==> src/rtl/shake_cmd_sequencer_pkg.sv <==
// rtl/shake_cmd_sequencer_pkg.sv - shared Keccak wrapper command definitions
// Purpose: opcode values, command/length word field layout, mode constants and
// the sequencer state encoding shared by the sequencer, its formatter and the interfaces.
package shake_cmd_sequencer_pkg;

    localparam int MODE_W = 9;
    localparam int ADDR_W = 9;
    localparam int OP_W   = 5;
    localparam int LEN_W  = 16;
    localparam int WORD_W = 32;

    // Opcode word layout: {mode[31:23], in_addr[22:14], out_addr[13:5], op[4:0]}
    localparam int MODE_LSB     = 23;
    localparam int IN_ADDR_LSB  = 14;
    localparam int OUT_ADDR_LSB = 5;
    localparam int OP_LSB       = 0;

    // Length word layout: {out_len[31:16], in_len[15:0]}
    localparam int IN_LEN_LSB  = 0;
    localparam int OUT_LEN_LSB = 16;

    localparam logic [OP_W-1:0]   OP_CLEAR      = 5'd0;
    localparam logic [OP_W-1:0]   OP_ABSORB     = 5'd3;
    localparam logic [OP_W-1:0]   OP_SQUEEZE    = 5'd4;
    localparam logic [MODE_W-1:0] MODE_SHAKE128 = 9'd16;

    typedef enum logic [3:0] {
        S_IDLE,
        S_WR_LEN,
        S_WR_CLR,
        S_EN_CLR,
        S_WR_ABS,
        S_EN_ABS,
        S_WAIT_ABS,
        S_WR_SQZ,
        S_EN_SQZ,
        S_WAIT_SQZ,
        S_FINISH,
        S_ERR
    } seq_state_e;

endpackage

==> src/rtl/shake_cmd_sequencer_if.sv <==
// rtl/shake_cmd_sequencer_if.sv - request and wrapper command interfaces
// Purpose: shake_req_if carries one hash request (valid/ready plus fields);
// shake_cmd_if carries the wrapper command port (command_in, we0, we1, enable)
// and the wrapper's done_shake back to the initiator.
interface shake_req_if;
    import shake_cmd_sequencer_pkg::*;

    logic              req_valid;
    logic              req_ready;
    logic [MODE_W-1:0] req_mode;
    logic [ADDR_W-1:0] req_in_addr;
    logic [ADDR_W-1:0] req_out_addr;
    logic [LEN_W-1:0]  req_in_len;
    logic [LEN_W-1:0]  req_out_len;

    modport master (
        output req_valid, req_mode, req_in_addr, req_out_addr, req_in_len, req_out_len,
        input  req_ready
    );

    modport slave (
        input  req_valid, req_mode, req_in_addr, req_out_addr, req_in_len, req_out_len,
        output req_ready
    );
endinterface

interface shake_cmd_if;
    import shake_cmd_sequencer_pkg::*;

    logic [WORD_W-1:0] command_in;
    logic              command_we0;
    logic              command_we1;
    logic              command_enable;
    logic              done_shake;

    modport master (
        output command_in, command_we0, command_we1, command_enable,
        input  done_shake
    );

    modport slave (
        input  command_in, command_we0, command_we1, command_enable,
        output done_shake
    );
endinterface

==> src/rtl/shake_cmd_sequencer_pack.sv <==
// rtl/shake_cmd_sequencer_pack.sv - combinational command/length word formatter
// Purpose: builds the opcode word and the length word from request fields.
// Ports: mode_i, in_addr_i, out_addr_i, op_i, in_len_i, out_len_i in;
//        op_word_o, len_word_o out.
module shake_cmd_sequencer_pack
    import shake_cmd_sequencer_pkg::*;
(
    input  logic [MODE_W-1:0] mode_i,
    input  logic [ADDR_W-1:0] in_addr_i,
    input  logic [ADDR_W-1:0] out_addr_i,
    input  logic [OP_W-1:0]   op_i,
    input  logic [LEN_W-1:0]  in_len_i,
    input  logic [LEN_W-1:0]  out_len_i,
    output logic [WORD_W-1:0] op_word_o,
    output logic [WORD_W-1:0] len_word_o
);
    always_comb begin
        op_word_o = '0;
        op_word_o[MODE_LSB     +: MODE_W] = mode_i;
        op_word_o[IN_ADDR_LSB  +: ADDR_W] = in_addr_i;
        op_word_o[OUT_ADDR_LSB +: ADDR_W] = out_addr_i;
        op_word_o[OP_LSB       +: OP_W]   = op_i;

        len_word_o = '0;
        len_word_o[IN_LEN_LSB  +: LEN_W] = in_len_i;
        len_word_o[OUT_LEN_LSB +: LEN_W] = out_len_i;
    end
endmodule

==> src/rtl/shake_cmd_sequencer.sv <==
// rtl/shake_cmd_sequencer.sv - SHA/SHAKE wrapper command sequencer
// Purpose: accepts one hash request and issues length, clear, absorb and squeeze
// commands to the Keccak wrapper, waiting on done_shake between phases.
// Ports: clk, rst_n (async active-low); req (request slave); cmd (wrapper
//        command master); seq_done (1-cycle pulse), seq_error (sticky timeout), busy.
module shake_cmd_sequencer
    import shake_cmd_sequencer_pkg::*;
#(
    parameter int TIMEOUT_CYCLES = 4096,
    parameter int CNT_W          = 13
) (
    input  logic        clk,
    input  logic        rst_n,
    shake_req_if.slave  req,
    shake_cmd_if.master cmd,
    output logic        seq_done,
    output logic        seq_error,
    output logic        busy
);
    localparam logic [CNT_W-1:0] TO_LAST = CNT_W'(TIMEOUT_CYCLES - 1);

    seq_state_e        state_q;
    logic [WORD_W-1:0] cmd_q;
    logic              we0_q, we1_q, en_q;
    logic              done_q, err_q, busy_q, ready_q;
    logic [CNT_W-1:0]  cnt_q;
    logic [MODE_W-1:0] mode_q;
    logic [ADDR_W-1:0] in_addr_q, out_addr_q;
    logic              out_len_zero_q;

    logic [OP_W-1:0]   op_sel;
    logic [WORD_W-1:0] op_word, len_word;

    // The opcode word is registered one state ahead of the write, so select
    // the op for the write state that follows the current state.
    always_comb begin
        op_sel = OP_CLEAR;
        if (state_q == S_EN_CLR) begin
            op_sel = OP_ABSORB;
        end else if (state_q == S_WAIT_ABS) begin
            op_sel = OP_SQUEEZE;
        end
    end

    // Lengths are only needed on the accept cycle, so they come straight
    // from the request rather than from latched copies.
    shake_cmd_sequencer_pack u_pack (
        .mode_i     (mode_q),
        .in_addr_i  (in_addr_q),
        .out_addr_i (out_addr_q),
        .op_i       (op_sel),
        .in_len_i   (req.req_in_len),
        .out_len_i  (req.req_out_len),
        .op_word_o  (op_word),
        .len_word_o (len_word)
    );

    always_ff @(posedge clk or negedge rst_n) begin
        if (!rst_n) begin
            state_q        <= S_IDLE;
            cmd_q          <= '0;
            we0_q          <= 1'b0;
            we1_q          <= 1'b0;
            en_q           <= 1'b0;
            done_q         <= 1'b0;
            err_q          <= 1'b0;
            busy_q         <= 1'b0;
            ready_q        <= 1'b1;
            cnt_q          <= '0;
            mode_q         <= '0;
            in_addr_q      <= '0;
            out_addr_q     <= '0;
            out_len_zero_q <= 1'b0;
        end else begin
            cmd_q  <= '0;
            we0_q  <= 1'b0;
            we1_q  <= 1'b0;
            en_q   <= 1'b0;
            done_q <= 1'b0;
            cnt_q  <= '0;
            case (state_q)
                S_IDLE: begin
                    if (req.req_valid && ready_q) begin
                        mode_q         <= req.req_mode;
                        in_addr_q      <= req.req_in_addr;
                        out_addr_q     <= req.req_out_addr;
                        out_len_zero_q <= (req.req_out_len == '0);
                        state_q        <= S_WR_LEN;
                        we1_q          <= 1'b1;
                        cmd_q          <= len_word;
                        busy_q         <= 1'b1;
                        ready_q        <= 1'b0;
                        err_q          <= 1'b0;
                    end
                end
                S_WR_LEN: begin
                    state_q <= S_WR_CLR;
                    we0_q   <= 1'b1;
                    cmd_q   <= op_word;
                end
                S_WR_CLR: begin
                    state_q <= S_EN_CLR;
                    en_q    <= 1'b1;
                end
                S_EN_CLR: begin
                    state_q <= S_WR_ABS;
                    we0_q   <= 1'b1;
                    cmd_q   <= op_word;
                end
                S_WR_ABS: begin
                    state_q <= S_EN_ABS;
                    en_q    <= 1'b1;
                end
                S_EN_ABS: begin
                    state_q <= S_WAIT_ABS;
                end
                S_WAIT_ABS: begin
                    cnt_q <= cnt_q + CNT_W'(1);
                    // cnt_q == 0 marks the first wait cycle, where done_shake
                    // may still be the level left over from the previous phase.
                    if ((cnt_q != '0) && cmd.done_shake) begin
                        if (out_len_zero_q) begin
                            state_q <= S_FINISH;
                            done_q  <= 1'b1;
                            busy_q  <= 1'b0;
                        end else begin
                            state_q <= S_WR_SQZ;
                            we0_q   <= 1'b1;
                            cmd_q   <= op_word;
                        end
                    end else if (cnt_q == TO_LAST) begin
                        state_q <= S_ERR;
                        err_q   <= 1'b1;
                        busy_q  <= 1'b0;
                    end
                end
                S_WR_SQZ: begin
                    state_q <= S_EN_SQZ;
                    en_q    <= 1'b1;
                end
                S_EN_SQZ: begin
                    state_q <= S_WAIT_SQZ;
                end
                S_WAIT_SQZ: begin
                    cnt_q <= cnt_q + CNT_W'(1);
                    if ((cnt_q != '0) && cmd.done_shake) begin
                        state_q <= S_FINISH;
                        done_q  <= 1'b1;
                        busy_q  <= 1'b0;
                    end else if (cnt_q == TO_LAST) begin
                        state_q <= S_ERR;
                        err_q   <= 1'b1;
                        busy_q  <= 1'b0;
                    end
                end
                S_FINISH, S_ERR: begin
                    state_q <= S_IDLE;
                    ready_q <= 1'b1;
                end
                default: begin
                    state_q <= S_IDLE;
                    ready_q <= 1'b1;
                    busy_q  <= 1'b0;
                end
            endcase
        end
    end

    assign req.req_ready      = ready_q;
    assign cmd.command_in     = cmd_q;
    assign cmd.command_we0    = we0_q;
    assign cmd.command_we1    = we1_q;
    assign cmd.command_enable = en_q;
    assign seq_done           = done_q;
    assign seq_error          = err_q;
    assign busy               = busy_q;
endmodule

==> src/flat_wrapper.sv <==
// flat-port wrapper written by rule: the top's interface ports become plain ports
module shake_cmd_sequencer_flat import shake_cmd_sequencer_pkg::*;
#(
    parameter int TIMEOUT_CYCLES = 4096,
    parameter int CNT_W          = 13
)
  (clk, rst_n, seq_done, seq_error, busy, req_req_valid, req_req_mode, req_req_in_addr, req_req_out_addr, req_req_in_len, req_req_out_len, req_req_ready, cmd_command_in, cmd_command_we0, cmd_command_we1, cmd_command_enable, cmd_done_shake);
  shake_req_if req_i ();
  shake_cmd_if cmd_i ();
  input  logic clk;
  input  logic rst_n;
  output logic seq_done;
  output logic seq_error;
  output logic busy;
  input wire logic [$bits(req_i.req_valid)-1:0] req_req_valid;
  input wire logic [$bits(req_i.req_mode)-1:0] req_req_mode;
  input wire logic [$bits(req_i.req_in_addr)-1:0] req_req_in_addr;
  input wire logic [$bits(req_i.req_out_addr)-1:0] req_req_out_addr;
  input wire logic [$bits(req_i.req_in_len)-1:0] req_req_in_len;
  input wire logic [$bits(req_i.req_out_len)-1:0] req_req_out_len;
  output wire logic [$bits(req_i.req_ready)-1:0] req_req_ready;
  output wire logic [$bits(cmd_i.command_in)-1:0] cmd_command_in;
  output wire logic [$bits(cmd_i.command_we0)-1:0] cmd_command_we0;
  output wire logic [$bits(cmd_i.command_we1)-1:0] cmd_command_we1;
  output wire logic [$bits(cmd_i.command_enable)-1:0] cmd_command_enable;
  input wire logic [$bits(cmd_i.done_shake)-1:0] cmd_done_shake;
  assign req_i.req_valid = req_req_valid;
  assign req_i.req_mode = req_req_mode;
  assign req_i.req_in_addr = req_req_in_addr;
  assign req_i.req_out_addr = req_req_out_addr;
  assign req_i.req_in_len = req_req_in_len;
  assign req_i.req_out_len = req_req_out_len;
  assign req_req_ready = req_i.req_ready;
  assign cmd_command_in = cmd_i.command_in;
  assign cmd_command_we0 = cmd_i.command_we0;
  assign cmd_command_we1 = cmd_i.command_we1;
  assign cmd_command_enable = cmd_i.command_enable;
  assign cmd_i.done_shake = cmd_done_shake;
  shake_cmd_sequencer #(.TIMEOUT_CYCLES(TIMEOUT_CYCLES), .CNT_W(CNT_W)) u_core (.clk(clk), .rst_n(rst_n), .req(req_i), .cmd(cmd_i), .seq_done(seq_done), .seq_error(seq_error), .busy(busy));
endmodule
==> config.mk <==
export PLATFORM = sky130hd
export DESIGN_NAME = shake_cmd_sequencer_flat
export DESIGN_NICKNAME = d
export VERILOG_FILES = /design/src/rtl/shake_cmd_sequencer_pkg.sv /design/src/rtl/shake_cmd_sequencer_if.sv /design/src/rtl/shake_cmd_sequencer_pack.sv /design/src/rtl/shake_cmd_sequencer.sv /design/src/flat_wrapper.sv
export SDC_FILE = /design/constraint.sdc
export NUM_CORES = 1
export LEC_CHECK = 0
export BUFFER_PORTS_ARGS = -buffer_cell sky130_fd_sc_hd__buf_2
export CORE_MARGIN = 5
export CORE_UTILIZATION = 50
export DETAILED_ROUTE_END_ITERATION = 6
export PLACE_DENSITY = 0.75
export SYNTH_ARGS = -nofsm -noshare
export SYNTH_HDL_FRONTEND = slang
export SYNTH_SLANG_ARGS = --single-unit
==> constraint.sdc <==
create_clock -name clk -period 2.6 [get_ports clk]
set_clock_uncertainty 0.05 [all_clocks]
set_input_delay 0.39 -clock clk [delete_from_list [all_inputs] [get_ports clk]]
set_output_delay 0.39 -clock clk [all_outputs]
set_load 0.05 [all_outputs]
==> key figures <==
Clock tree
  • CTS Root Cell: clkbuf_8
  • Clock H-tree levels: 3
  • Worst-case clock buffer depth: 2
  • # clock sinks: 84
  • Clock buffer count from CTS: 9
  • CTS tree: done
  • Setup Fix Bufs, Post-CTS: 0
  • Worst-Skew Late Latency: 340 ps
  • Post-CTS sizing: 0
  • Clk slew on worst S/H paths: 90 ps

Critical path
  • R2R cell count: 7
  • Crit path cell chain: inv_1 -> ha_1 -> or4b_1 -> o31a_1 -> a22o_1 -> buf_4 -> a22o_1
  • Buf/Inv on CP: 2
  • Crit Path Class: reg -> reg
  • CP dominant cell by count: a22o_1
  • CP max-delay cell: or4b_1
  • CP arrival: 2460 ps
  • Reg2reg setup slack: 330 ps
  • Highest fanout seen on the critical path: 17
  • Critical Path End Type: register
  • Crit. path cell count: 7
  • Delay-heaviest family, CP: compound AO/OA/AOI/OAI gates
  • Type of origin of the critical path: register
  • Req. time, crit path: 2800 ps
  • CP max stage delay: 460 ps

Pwr
  • Clk pwr share: 0.180
  • Maximum VDD drop: 0.472 mV
  • Psw: 0.00211 W
  • Switching share of power: 0.440
  • Pleak: 2.25 nW
  • Internal power consumption: 0.00268 W
  • Comb power frac: 0.404
  • Reg power frac: 0.416
  • PwrDens: 1130 nW/um^2

Synthesis
  • YS warnings: 0
  • Top post-synthesis cells by count: nand2_1, dfrtp_1, a22o_1
  • Syn Area/Cell: 10.6 sq um
  • Synth area leader: dfrtp_1
  • Number of enable flip-flop cells after synthesis: 0
  • Yosys reg bits: 84
  • Sequential share of the synthesized area: 0.614
  • Mapped cell area: 3420 sq um
  • Area fraction of the dominant cell type after synthesis: 0.607
  • Most used DFF post-synth: dfrtp_1
  • Synth top area cells: dfrtp_1, nand2_1, a22o_1
  • Ys async rst share: 1.00
  • Most frequent cell after synthesis: nand2_1
  • Synth unique cells: 41
  • Syn_nets: 387
  • Syn Inst Count: 322

Run
  • Max-Cap Viols: 0

Timing
  • Final setup margin: 334 ps
  • Final hold vios: 0
  • RSZ-0062 raised after global routing: no
  • Worst Tran Pin Value: 779 ps
  • Period utilization: 0.872
  • Fin crit period: 2270 ps
  • Hold WS: 170 ps
  • Rel. slew slack: 0.478
  • Final setup fails: 0
  • Fmax: 441 MHz
  • Setup TNS: 0 ps
  • Final Slew Violations: 0

Die
  • DIE HEIGHT: 92.7 um
  • Core box area: 6720 sq um
  • Initial Util: 0.509
  • Num rows: 30
  • Width of the die: 92.7 um
  • Top Ports: 102
  • Die Area: 8600 sq um

Placed design
  • DP Area: 4030 sq um
  • Dpl ws: 342 ps
  • DP Wirelength: 5360 um
  • Port Buf Inserts: 101
  • GPL Wtd Cong: 0.823

Detailed routing
  • DRT iter0 DRCs: 164
  • Post-DR vias/cell: 5.20
  • DRC: 0
  • Post-route ant nets: 0
  • Wire length per cell: 14.5 um
  • Via count: 2658
  • Final WL: 7410 um
  • Drt first pass iters: 4

Run status
  • Outcome: completed

Hold path
  • Worst hold stages: 3
  • Worst Hold Class: in -> reg

Global route
  • Vias in the first global route: 2648
  • Met3 Track Usage GR: 0.0471
  • Overflow after GRT: 0
  • Pin count of the biggest net entering global routing: 53
  • Initial antenna violation count: 0
  • Met2 GRT Util: 0.305
  • First-pass GRT wire length: 12400 um
  • Met1 usage: 0.233
  • GRT Overall Usage: 0.183
  • Top Usage Layer GRT: met2

Finish
  • Fillcell total: 565
  • Layout cell share with drive strength beyond 1: 0.292
  • Area grow syn2layout: 23.3%
  • Design area: 4220 sq um
  • Ant diodes: 0
  • Nets: 491
  • Final Core Density: 0.628
==> per-stage QoR <==
stage / instances / power (W)
2_1_floorplan: 322 / 0.00349
3_3_place_gp: 494 / 0.00392
3_5_place_dp: 494 / 0.00396
4_1_cts: 511 / 0.00483
5_1_grt: 511 / 0.00510
6_report: 511 / 0.00479
==> cell type report <==
class,count,area [sq um],share of cell area
clock inverters,7,60.1,0.0142
multi-input cells,217,1220,0.288
clock buffers,9,124,0.0293
flip-flops and latches,84,2100,0.498
well taps,80,100,0.0237
repair buffers,110,603,0.143
inverters,4,15.0,0.00356
==> layer usage <==
metal | share of wire | vias up
met5 | 0 | -
met4 | 0.014 | 0
met3 | 0.058 | 7
met2 | 0.50 | 72
met1 | 0.42 | 1263
li1 | - | 1316
==> power groups by stage <==
stage	clock network (W)	logic (W)	registers, W
finish	0.000862	0.00194	0.00199
global route	0.000957	0.00210	0.00205
CTS	0.000885	0.00196	0.00199
detailed placement	0	0.00195	0.00202
global placement	0	0.00191	0.00201
floorplan	0	0.000824	0.00267
==> state kept, by name, indices dropped and copies added (netlist names) <==
register and count:
u_core.cmd.command_in 32, u_core.cnt_q 13, u_core.in_addr_q 9, u_core.mode_q 9, u_core.out_addr_q 9, u_core.state_q 4
u_core.busy 1, u_core.cmd.command_enable 1, u_core.cmd.command_we0 1, u_core.cmd.command_we1 1, u_core.out_len_zero_q 1, u_core.req.req_ready 1
u_core.seq_done 1, u_core.seq_error 1
==> cells in the final DEF, fill, tap and decap left out, types with 3 or more instances in the layout <==
master        n
nand3_1       6
xnor2_1       3
nand4_1       6
o31ai_1       3
a22o_1       29
nor2b_1       3
buf_4         7
nand2_1      94
nor4_1        4
a21oi_1       3
clkinvlp_4    3
inv_1         4
and3_1        5
buf_2       100
or4_1         3
dfrtp_1      83
nor2_1       17
clkbuf_8      9
xor2_1        8
o21ai_0       6
==> timing repair <==
| action | in CTS | in global routing |
|---|---|---|
| endpoints found under the setup margin | 0 | 0 |
| hold buffers | 1 | 0 |
| endpoints found under the hold margin | 37 | 0 |
==> cells by family (layout without fill, tap and decap cells) <==
logic type | count (synthesis) | in the layout | synth area share
buffers and inverters | 21 | 130 | 0.0303
AO/OA/AOI/OAI | 52 | 52 | 0.119
adder cells (fa/ha/maj) | 2 | 2 | 0.00731
XOR/XNOR | 11 | 11 | 0.0281
flip-flops | 84 | 84 | 0.614
multiplexers | 1 | 1 | 0.00292
AND/OR/NAND/NOR | 151 | 151 | 0.198
==> worst paths after layout <==
kind | from | to
min in group asynchronous | rst_n | u_core.cmd.command_in[0]
worst max register to register | u_core.cnt_q[0] | u_core.cmd.command_in[30]
worst min-delay path | req_req_in_addr[4] | u_core.in_addr_q[4]
worst max-delay path | u_core.cnt_q[0] | u_core.cmd.command_in[30]
worst min register to register | u_core.in_addr_q[8] | u_core.in_addr_q[8]
max in group asynchronous | rst_n | u_core.in_addr_q[7]
==> worst min-delay path, cell delays in order <==
cell and delay, ps:
buf_2 70, nand2_1 40, nand2_1 40
Power figures use the tool's default switching activity.
